## src/rtl/ram_writer.sv

```systemverilog
// Frame-buffer fill: packs UART bytes MSB-first into RAM words written at sequential addresses.
// Optional inter-byte idle timeout is enabled by defining RAM_WRITER_TIMEOUT_EN.
module ram_writer #(
    parameter int RAM_WIDTH      = 32,
    parameter int RAM_DEPTH      = (480*360*24)/RAM_WIDTH,
    parameter int TIMEOUT_CYCLES = 50000,
    localparam int BYTES_PER_WORD = RAM_WIDTH/8,
    localparam int ADDR_BITS      = $clog2(RAM_DEPTH)
) (
    input  logic                 clk,
    input  logic                 rst,
    input  logic [7:0]           rx_data,
    input  logic                 rx_valid,
    input  logic                 frame_start,
    output logic [ADDR_BITS-1:0] address,
    output logic [RAM_WIDTH-1:0] data_out,
    output logic                 we,
    output logic                 frame_done,
    output logic                 overrun,
    output logic                 sync_err
);

    localparam int CNT_BITS = (BYTES_PER_WORD > 1) ? $clog2(BYTES_PER_WORD) : 1;
    localparam logic [CNT_BITS-1:0]  LAST_CNT  = CNT_BITS'(BYTES_PER_WORD-1);
    localparam logic [ADDR_BITS-1:0] LAST_ADDR = ADDR_BITS'(RAM_DEPTH-1);

    typedef enum logic [1:0] {
        ST_COLLECT,
        ST_WRITE,
        ST_DONE
    } state_t;

    state_t                state_q, state_d;
    logic [ADDR_BITS-1:0]  address_q, address_d;
    logic [RAM_WIDTH-1:0]  data_out_q, data_out_d;
    logic                  we_q, we_d;
    logic                  frame_done_q, frame_done_d;
    logic                  overrun_q, overrun_d;
    logic [CNT_BITS-1:0]   byte_cnt_q, byte_cnt_d;
    logic [RAM_WIDTH-1:0]  shift_q, shift_d;

    logic [RAM_WIDTH+7:0]  shift_ext;
    logic [RAM_WIDTH-1:0]  shift_next;
    logic                  accept;
    logic                  last_slot_busy;

`ifdef RAM_WRITER_TIMEOUT_EN
    localparam int IDLE_BITS = $clog2(TIMEOUT_CYCLES+1);
    localparam logic [IDLE_BITS-1:0] IDLE_LAST = IDLE_BITS'(TIMEOUT_CYCLES-1);

    logic [IDLE_BITS-1:0]  idle_q, idle_d;
    logic                  sync_err_q, sync_err_d;
`endif

    // Dropping the top byte of {shift, rx_data} keeps this valid for 8-bit words too.
    assign shift_ext  = {shift_q, rx_data};
    assign shift_next = shift_ext[RAM_WIDTH-1:0];

    assign accept = rx_valid && (state_q != ST_DONE);

    // Only reachable with single-byte words: a byte landing while the final slot is written.
    assign last_slot_busy = (state_q == ST_WRITE) && (address_q == LAST_ADDR);

    always_comb begin
        state_d      = state_q;
        address_d    = address_q;
        data_out_d   = data_out_q;
        we_d         = 1'b0;
        frame_done_d = frame_done_q;
        overrun_d    = overrun_q;
        byte_cnt_d   = byte_cnt_q;
        shift_d      = shift_q;
`ifdef RAM_WRITER_TIMEOUT_EN
        idle_d       = idle_q;
        sync_err_d   = 1'b0;
`endif

        if (frame_start) begin
            state_d      = ST_COLLECT;
            address_d    = '0;
            byte_cnt_d   = '0;
            frame_done_d = 1'b0;
            overrun_d    = 1'b0;
`ifdef RAM_WRITER_TIMEOUT_EN
            idle_d       = '0;
`endif
        end else begin
            if (state_q == ST_WRITE) begin
                if (address_q == LAST_ADDR) begin
                    frame_done_d = 1'b1;
                    state_d      = ST_DONE;
                end else begin
                    address_d = address_q + 1'b1;
                    state_d   = ST_COLLECT;
                end
            end

            if ((state_q == ST_DONE) && rx_valid) begin
                overrun_d = 1'b1;
            end

            if (accept) begin
                shift_d = shift_next;
                if ((byte_cnt_q == LAST_CNT) && !last_slot_busy) begin
                    byte_cnt_d = '0;
                    data_out_d = shift_next;
                    we_d       = 1'b1;
                    state_d    = ST_WRITE;
                end else if (byte_cnt_q != LAST_CNT) begin
                    byte_cnt_d = byte_cnt_q + 1'b1;
                end
            end

`ifdef RAM_WRITER_TIMEOUT_EN
            if (rx_valid) begin
                idle_d = '0;
            end else if ((state_q == ST_COLLECT) && (byte_cnt_q != '0)) begin
                if (idle_q == IDLE_LAST) begin
                    idle_d     = '0;
                    byte_cnt_d = '0;
                    shift_d    = '0;
                    sync_err_d = 1'b1;
                end else begin
                    idle_d = idle_q + 1'b1;
                end
            end else begin
                idle_d = '0;
            end
`endif
        end
    end

    always_ff @(posedge clk) begin
        if (rst) begin
            state_q      <= ST_COLLECT;
            address_q    <= '0;
            data_out_q   <= '0;
            we_q         <= 1'b0;
            frame_done_q <= 1'b0;
            overrun_q    <= 1'b0;
            byte_cnt_q   <= '0;
            shift_q      <= '0;
        end else begin
            state_q      <= state_d;
            address_q    <= address_d;
            data_out_q   <= data_out_d;
            we_q         <= we_d;
            frame_done_q <= frame_done_d;
            overrun_q    <= overrun_d;
            byte_cnt_q   <= byte_cnt_d;
            shift_q      <= shift_d;
        end
    end

`ifdef RAM_WRITER_TIMEOUT_EN
    always_ff @(posedge clk) begin
        if (rst) begin
            idle_q     <= '0;
            sync_err_q <= 1'b0;
        end else begin
            idle_q     <= idle_d;
            sync_err_q <= sync_err_d;
        end
    end

    assign sync_err = sync_err_q;
`else
    // No timeout: a partial word waits forever, so nothing is ever discarded.
    assign sync_err = (TIMEOUT_CYCLES < 0);
`endif

    assign address    = address_q;
    assign data_out   = data_out_q;
    assign we         = we_q;
    assign frame_done = frame_done_q;
    assign overrun    = overrun_q;

endmodule

```

## config.mk

```make
export PLATFORM = sky130hd
export DESIGN_NAME = ram_writer
export DESIGN_NICKNAME = d
export VERILOG_FILES = /design/src/rtl/ram_writer.sv
export SDC_FILE = /design/constraint.sdc
export NUM_CORES = 1
export LEC_CHECK = 0
export ABC_AREA = 1
export CAP_MARGIN = 10
export CORE_MARGIN = 2
export CORE_UTILIZATION = 50
export CTS_CLUSTER_SIZE = 12
export DETAILED_ROUTE_END_ITERATION = 10
export DONT_BUFFER_PORTS = 1
export GPL_ROUTABILITY_DRIVEN = 1
export PLACE_DENSITY = 0.68
export SYNTH_ARGS = -nofsm -noshare
export SYNTH_HDL_FRONTEND = slang
export SYNTH_SLANG_ARGS = --single-unit
export TNS_END_PERCENT = 50
```

## constraint.sdc

```tcl
create_clock -name clk -period 1.46 [get_ports clk]
set_input_delay 0.292 -clock clk [delete_from_list [all_inputs] [get_ports clk]]
set_output_delay 0.292 -clock clk [all_outputs]
set_load 0.005 [all_outputs]
```

==> Word level (Yosys, flattened, before mapping) <==
Index checks and enable logic that the tools add are counted.
{ "totals": {"reg_bits": 80, "in_bits": 12, "out_inout_bits": 53} }
{ "classes": {"addsub": 2, "eq_ne": 6, "mux": 7, "bitwise": 3, "n_reduce_logical": 13} }
{ "op_table": {"columns": ["operator", "count"], "rows": [
  ["$add 17x1->17 const B", 1],
  ["$eq 17x17->1 const B", 1],
  ["$mux 2", 6],
  ["$reduce_and 2->1", 4],
  ["$eq 2x2->1 const B", 2],
  ["$logic_and 1x1->1", 4],
  ["$ne 2x2->1 const B", 2],
  ["$not 1->1", 3],
  ["$reduce_and 3->1", 1],
  ["$reduce_or 3->1", 1],
  ["$add 2x1->2 const B", 1],
  ["$eq 2x1->1 const B", 1],
  ["$reduce_bool 2->1", 1],
  ["$reduce_or 2->1", 1],
  ["$logic_not 1->1", 1],
  ["$mux 1", 1]
]} }

==> Logic depth before layout (Yosys ltp) <==
Gate-level depths: netlist of the first run.
{ "depth": {"ltp_word": 6, "mapped_depth": 11, "depth_no_buf": 10} }

==> Worst setup path after synthesis of the first run <==
OpenSTA, ideal clock, no wires.
{ "synth_timing": {"path_type": "reg2reg", "startpoint": "register address_q[1], in the netlist address[1]", "endpoint": "register data_out_q[0], in the netlist data_out[0]", "setup_ns": 0.110, "t_arrival_ns": 1.543, "setup_slack_ns": -0.193, "path_stages_with_launch": 12, "n_path_buf": 1, "cell_sequence": "dfxtp_1 -> ha_1 -> nand2_2 -> nor2_4 -> nand2_2 -> nor2_4 -> nand3_4 -> nand3_4 -> buf_12 -> nand2_2 -> clkinv_1 -> nor2_1"} }
{ "synth_via": {"elab_chain_cells": 5} }
{ "synth_rtl": {"columns": ["item", "line", "rtl"], "rows": [
  ["start: declaration", "34", "logic [ADDR_BITS-1:0] address_q, address_d;"],
  ["start signal: assignment", "145", "address_q <= address_d;"],
  ["$eq 17x17->1", "62", "assign last_slot_busy = (state_q == ST_WRITE) && (address_q == LAST_ADDR);"],
  ["$logic_and 1x1->1", "62", null],
  ["$logic_not 1->1", "104", "if ((byte_cnt_q == LAST_CNT) && !last_slot_busy) begin"],
  ["$logic_and 1x1->1", "104", null],
  ["$reduce_and 3->1 (no line)", null, null],
  ["end signal: assignment", "146", "data_out_q <= data_out_d;"],
  ["end: declaration", "35", "logic [RAM_WIDTH-1:0] data_out_q, data_out_d;"]
]} }
No other way between the ends.
A chain may end at the register's enable or synchronous reset.

==> Worst setup path after layout of the first run <==
{ "layout_timing": {"startpoint": "register address_q[0], in the netlist address[0]", "endpoint": "register address_q[12], in the netlist address[12]"} }
{ "layout_via": {"elab_chain_cells": 3, "elab_cells_between_ends": 4, "classes_between": "add/sub (1); eq/ne (1); bitwise (1); reduce/logical (1)"} }
{ "layout_rtl": {"columns": ["item"], "rows": [
  ["branches (longest 3 deep; another with $add 17x1->17)"]
]} }
Several ways; the timed one is not identified.

==> out/metrics.yaml, run 1 <==
routing:
  via_per_inst: 5.05
  route.detailed.drc: 0
  postRouteAntennaNets: 0
  wire_per_inst_microns: 13.2
  drt-pass1-iter-count: 5
  route.vias.total: 3334
  drt_iter0_markers: 154
  wirelength_mm: 8.74
timing:
  max_freq_mhz: 642
  fin_skew_ps: 14.0
  drv_slew: 0
  period_share_pct: 107
  slew-limit-headroom_pct: 48.2
  setup_slack_ps: -97.2
  finalSetupViolCount: 51
  holdWs_ps: 33.4
  fin_crit_ps: 1560
  rsz0062_at_grt: "yes"
  tightestPinTransition_ps: 775
  report.final.hold_viol_count: 0
synthesis:
  syn_nets: 528
  ys_types: 34
  yosysSeqAreaShare_pct: 42.5
  avgSynthCellArea_sq_um: 7.33
  async_reset_ff_share_pct: 0
  synth_area_sq_um: 3770
  ys_seq_elements: 80
  synth_edf_count: 0
  synth_ff_type: "dfxtp_1"
  synthesis.instances: 514
  yosys_warnings: 0
run_status:
  outcome: "finished with violations"
  violations: "negative setup slack"
clock_tree:
  clk_pin_slew_ps: 70
  cts-htree-levels: 3
  numCtsBuffers: 9
  cts_tree: "built"
  cts_sinks: 80
  clock_path_buffers: 2
  cts-root-buf: "clkbuf_8"
  insertion_delay_ps: 360
critical_path:
  worstSetupPathType: "reg -> reg"
  cp_cell_sequence: "ha_4 -> nand2_4 -> nor2_4 -> buf_4 -> nand3_4 -> o21ai_4 -> buf_6 -> nand2_1 -> a21oi_2"
  max_stage_delay_ps: 350
  crit_buf_inv: 2
  cp_max_fo: 8
  worstSetupEndpointType: "flop"
  start_kind: "flop"
  path_delay_family: "compound AO/OA/AOI/OAI gates"
  cpMaxStageDelayCell: "dfxtp_2"
  required_ps: 1740
  arrival_ps: 1830
grt:
  overflow: 0
  grt_pass1_wl_mm: 14.7
  grt_antenna_before_repair: 0
  first_global_vias: 3082
  grtUsageTotal_pct: 21.9
  grt_max_degree: 37
cells_and_area:
  diodes: 0
  fillers: 653
  drive_gt1_share_pct: 25.3
  final_common_cell: "nand2_1"
  nets: 570
  area_growth_pct: 22.9
  final_cell_mix: "94 x nand2_1, 78 x dfxtp_1, 77 x inv_1"
placement:
  dp_hpwl_mm: 5.92
  io_buffers: 0
  gp_congestion: 0.772
  dp_slack_ps: -131
floorplan:
  io_pins: 65
  start_util_pct: 51.6
  die_width_microns: 90.8
  die-area_sq_um: 8240
  core-area_sq_um: 7290
  rows: 31
  die_h_microns: 90.8
pwr:
  leakagePower_nw: 1.83
  ir_drop_uv: 660
  powerDensity_nw_per_um2: 926
flow_run:
  drv_cap: 0
min_path:
  hold_path.class: "in -> reg"
-- stage by stage --
stage / setup TNS (ps) / power [mW] / cell area [sq um] / utilization (%) / cells
final: -2640 / 4.29 / 4630 / 63.5 / 660
after global routing: -7880 / 4.43 / 4630 / 63.5 / 660
after floorplan: -2220 / 2.46 / 3790 / - / 514
after global placement: -215 / 2.50 / 4150 / 56.9 / 635
after CTS: -1660 / 4.29 / 4540 / 62.2 / 660
after detailed placement: -2700 / 2.50 / 4150 / 56.9 / 635
-- logic make-up (layout without fill, tap and decap cells) --
| family | after synthesis | count (layout) | share of synthesized area [%] |
|---|---|---|---|
| flip-flops | 80 | 80 | 42.5 |
| XOR/XNOR | 6 | 6 | 1.40 |
| adder cells (fa/ha/maj) | 2 | 2 | 0.664 |
| other | 1 | 1 | 0.0996 |
| AND/OR/NAND/NOR | 227 | 227 | 27.9 |
| buffers and inverters | 118 | 165 | 13.8 |
| AO/OA/AOI/OAI | 80 | 80 | 13.6 |
-- state kept, by name, summed over array words and instances (netlist names) --
signal      count
byte_cnt_q      2
we              1
state_q         2
overrun         1
address        17
shift_q        24
data_out       32
frame_done      1
-- path summary, 6_finish.rpt --
path,end,slack [ps],cells after the start,startpoint
max reg2reg,address[12],-100,9,address[0]
min,state_q[0],30,1,rst
max,address[12],-100,9,address[0]
min reg2reg,shift_q[14],470,2,shift_q[14]
-- per-layer routing --
metal / GRT usage, % / part of all wire, %
met1: 29.3 / 47
met2: 33.4 / 44
met3: 6.34 / 7.4
met4: 8.71 / 1.5
met5: 0 / 0
-- cells in the mapped netlist (4+ instances only) --
master	instances	share of area, %
a211oi_1	18	3.6
a21oi_1	31	4.1
a21oi_2	13	3.0
buf_2	5	0.66
buf_6	6	1.8
clkbuf_1	9	0.90
clkinv_1	10	1.0
dfxtp_1	80	43
inv_1	80	8.0
nand2_1	100	10
nand2_2	12	2.0
nand3_1	30	4.0
nand4_1	16	2.7
nor2_1	55	5.5
nor2_4	4	1.2
o21ai_0	13	1.7
-- area by class of cell --
cell class	count	area [sq um]	share of cell area (%)
clock buffers	10	128	2.76
inverters	93	352	7.60
flip-flops and latches	80	1610	34.7
well taps	99	124	2.68
multi-input cells	316	1800	38.8
clock inverters	6	90.1	1.95
repair buffers	56	531	11.5
-- power breakdown --
group          leakage, nW  internal [mW]  switching [mW]  total, mW
logic                 1.07         0.0747           0.152      0.227
clock network        0.107          0.973           0.836       1.81
registers            0.650           2.23          0.0233       2.25
-- timing repair --
action / in CTS / in global routing
setup buffers: 8 / 1
setup endpoints to repair: 51 / 55
cloned: 2 / 0
pin swaps: 15 / 14
resized for setup: 16 / 35
hold endpoints to repair: 19 / 17
No activity file was read; power rests on OpenSTA's default activity.
==> inputs of run 2 (changes only) <==
--- a/config.mk
+++ b/config.mk
@@ -6,13 +6,14 @@
 export NUM_CORES = 1
 export LEC_CHECK = 0
 export ABC_AREA = 1
-export CAP_MARGIN = 10
+export CAP_MARGIN = 20
 export CORE_MARGIN = 2
 export CORE_UTILIZATION = 50
 export CTS_CLUSTER_SIZE = 12
 export DETAILED_ROUTE_END_ITERATION = 10
 export DONT_BUFFER_PORTS = 1
 export GPL_ROUTABILITY_DRIVEN = 1
+export HOLD_SLACK_MARGIN = 0.15
 export PLACE_DENSITY = 0.68
 export SYNTH_ARGS = -nofsm -noshare
 export SYNTH_HDL_FRONTEND = slang
==> run 2 against run 1 <==
Net effect:
- the flow still finishes with violations (negative setup slack)
- critical path type unchanged
- register-to-register slack about the same
- critical path depth unchanged
- total power is 0.23% higher
- sequential power about the same
- clock power hardly changed
- critical endpoint is now address[4]
- sequential cell count did not move
- wire length up 2.1%
- fmax about the same
- cell count rose by 1.4%
- cell area is 1.5% higher
- non-clock buffer count increased by 9
==> out/metrics.yaml, run 2 (same netlist as run 1, synthesis figures left out) <==
floorplan:
  die-area_sq_um: 8240
  die_width_microns: 90.8
  rows: 31
  start_util_pct: 51.6
  core-area_sq_um: 7290
  die_h_microns: 90.8
  io_pins: 65
routing:
  route.detailed.drc: 0
  route.vias.total: 3397
  via_per_inst: 5.08
  postRouteAntennaNets: 0
  drt-pass1-iter-count: 4
  wirelength_mm: 8.93
  wire_per_inst_microns: 13.3
  drt_iter0_markers: 151
cells_and_area:
  final_util_pct: 64.4
  fin_cells: 669
  fillers: 635
  largest_register_ffs: 32
  regArea_sq_um: 1610
  final_cell_mix: "94 x nand2_1, 78 x dfxtp_1, 77 x inv_1"
  drive_gt1_share_pct: 24.9
  area_growth_pct: 24.8
  diodes: 0
  multi_input_comb_area_sq_um: 1780
  final_common_cell: "nand2_1"
  nets: 579
critical_path:
  r2r_slack_ps: -100
  cp-endpoint: "address[4]"
  r2r_end: "address[4]"
  cp_max_fo: 6
  start_kind: "flop"
  rr_startpoint: "address[0]"
  reg2regPathDepth: 9
  critPathLaunch: "address[0]"
  worstSetupPathType: "reg -> reg"
  worstSetupEndpointType: "flop"
  arrival_ps: 1840
  required_ps: 1740
min_path:
  hold_path.class: "in -> reg"
run_status:
  violations: "negative setup slack"
  outcome: "finished with violations"
pwr:
  leakagePower_nw: 1.86
  powerDensity_nw_per_um2: 914
  ir_drop_uv: 660
grt:
  grt_max_degree: 37
  grtUsageTotal_pct: 22.4
  first_global_vias: 3157
  overflow: 0
  grt_pass1_wl_mm: 14.9
  grt_antenna_before_repair: 0
timing:
  tightestPinTransition_ps: 843
  finalSetupViolCount: 52
  period_share_pct: 107
  drv_slew: 0
  holdWs_ps: 166
  fin_skew_ps: 15.5
  max_freq_mhz: 643
  report.final.hold_viol_count: 0
  fin_crit_ps: 1560
  final.setup.tns_ps: -2460
  rsz0062_at_grt: "yes"
  slew-limit-headroom_pct: 43.6
  setup_slack_ps: -96.3
clock_tree:
  insertion_delay_ps: 360
  cts_tree: "built"
  cts_sinks: 80
  clk_pin_slew_ps: 80
  cts-htree-levels: 3
  clock_path_buffers: 2
  cts-root-buf: "clkbuf_8"
  numCtsBuffers: 9
placement:
  gp_congestion: 0.772
  io_buffers: 0
  placed_cells: 635
  dp_hpwl_mm: 5.92
  dp_slack_ps: -131
flow_run:
  drv_cap: 0
==> run 2: final cells by class <==
class | instances | share of cell area [%]
multi-input combinational | 316 | 37.9
sequential | 80 | 34.2
timing repair buffer | 65 | 13.1
inverter | 93 | 7.48
clock buffer | 10 | 2.72
tap | 99 | 2.64
clock inverter | 6 | 1.92
==> run 2: worst min-delay path by stage <==
stage / from / endpoint / slack, ps / cells past startpoint
6_report: rx_data[7] / shift_q[7] / 170 / 2
5_1_grt: rx_data[7] / shift_q[7] / 170 / 2
4_1_cts: rst / we / -20 / 1
3_5_place_dp: rst / we / 370 / 1
3_3_place_gp: rst / shift_q[16] / 370 / 1
2_1_floorplan: data_out[23] / data_out[23] / 440 / 2
==> run 2: worst max-delay path: stages (launching register included) <==
cell and delay (ps):
dfxtp_2 350, ha_4 150, nand2_4 50, nor2_4 120
buf_4 140, nand3_4 90, o21ai_4 210, buf_6 140
o21ai_0 100, a21oi_1 130
==> run 2: per-layer routing <==
layer  routed length (microns)  GRT usage (%)  vias to the layer above
met5                         0              0                        -
met1                      4170           29.4                     1564
li1                          -              -                     1714
met3                       676           6.34                        9
met4                       124           8.71                        0
met2                      3960           34.8                      110
==> run 2: through the flow <==
step	cell area [sq um]	power [mW]
global placement	4150	2.50
global route	4700	4.45
floorplan	3790	2.46
finish	4700	4.29
CTS	4620	4.31
detailed placement	4150	2.50
==> run 2: power breakdown <==
part           internal [mW]  total, mW  leakage [nW]  switching [mW]
combinational         0.0869      0.241          1.11           0.154
clock                  0.973       1.80         0.107           0.831
sequential              2.23       2.25         0.650          0.0232
==> run 2: repair_timing <==
item / CTS / global route
cloned: 2 / 0
endpoints found under the hold margin: 29 / 20
pin swaps: 15 / 15
setup buffers: 8 / 3
endpoints found under the setup margin: 51 / 55
hold buffers: 8 / 1
gates resized for setup: 16 / 32
==> inputs of run 3 (changes only) <==
--- a/config.mk
+++ b/config.mk
@@ -13,7 +13,6 @@
 export DETAILED_ROUTE_END_ITERATION = 10
 export DONT_BUFFER_PORTS = 1
 export GPL_ROUTABILITY_DRIVEN = 1
-export HOLD_SLACK_MARGIN = 0.15
 export PLACE_DENSITY = 0.68
 export SYNTH_ARGS = -nofsm -noshare
 export SYNTH_HDL_FRONTEND = slang
==> results of run 3 <==
Final layout, timing and power as in run 1 (identical DEF).
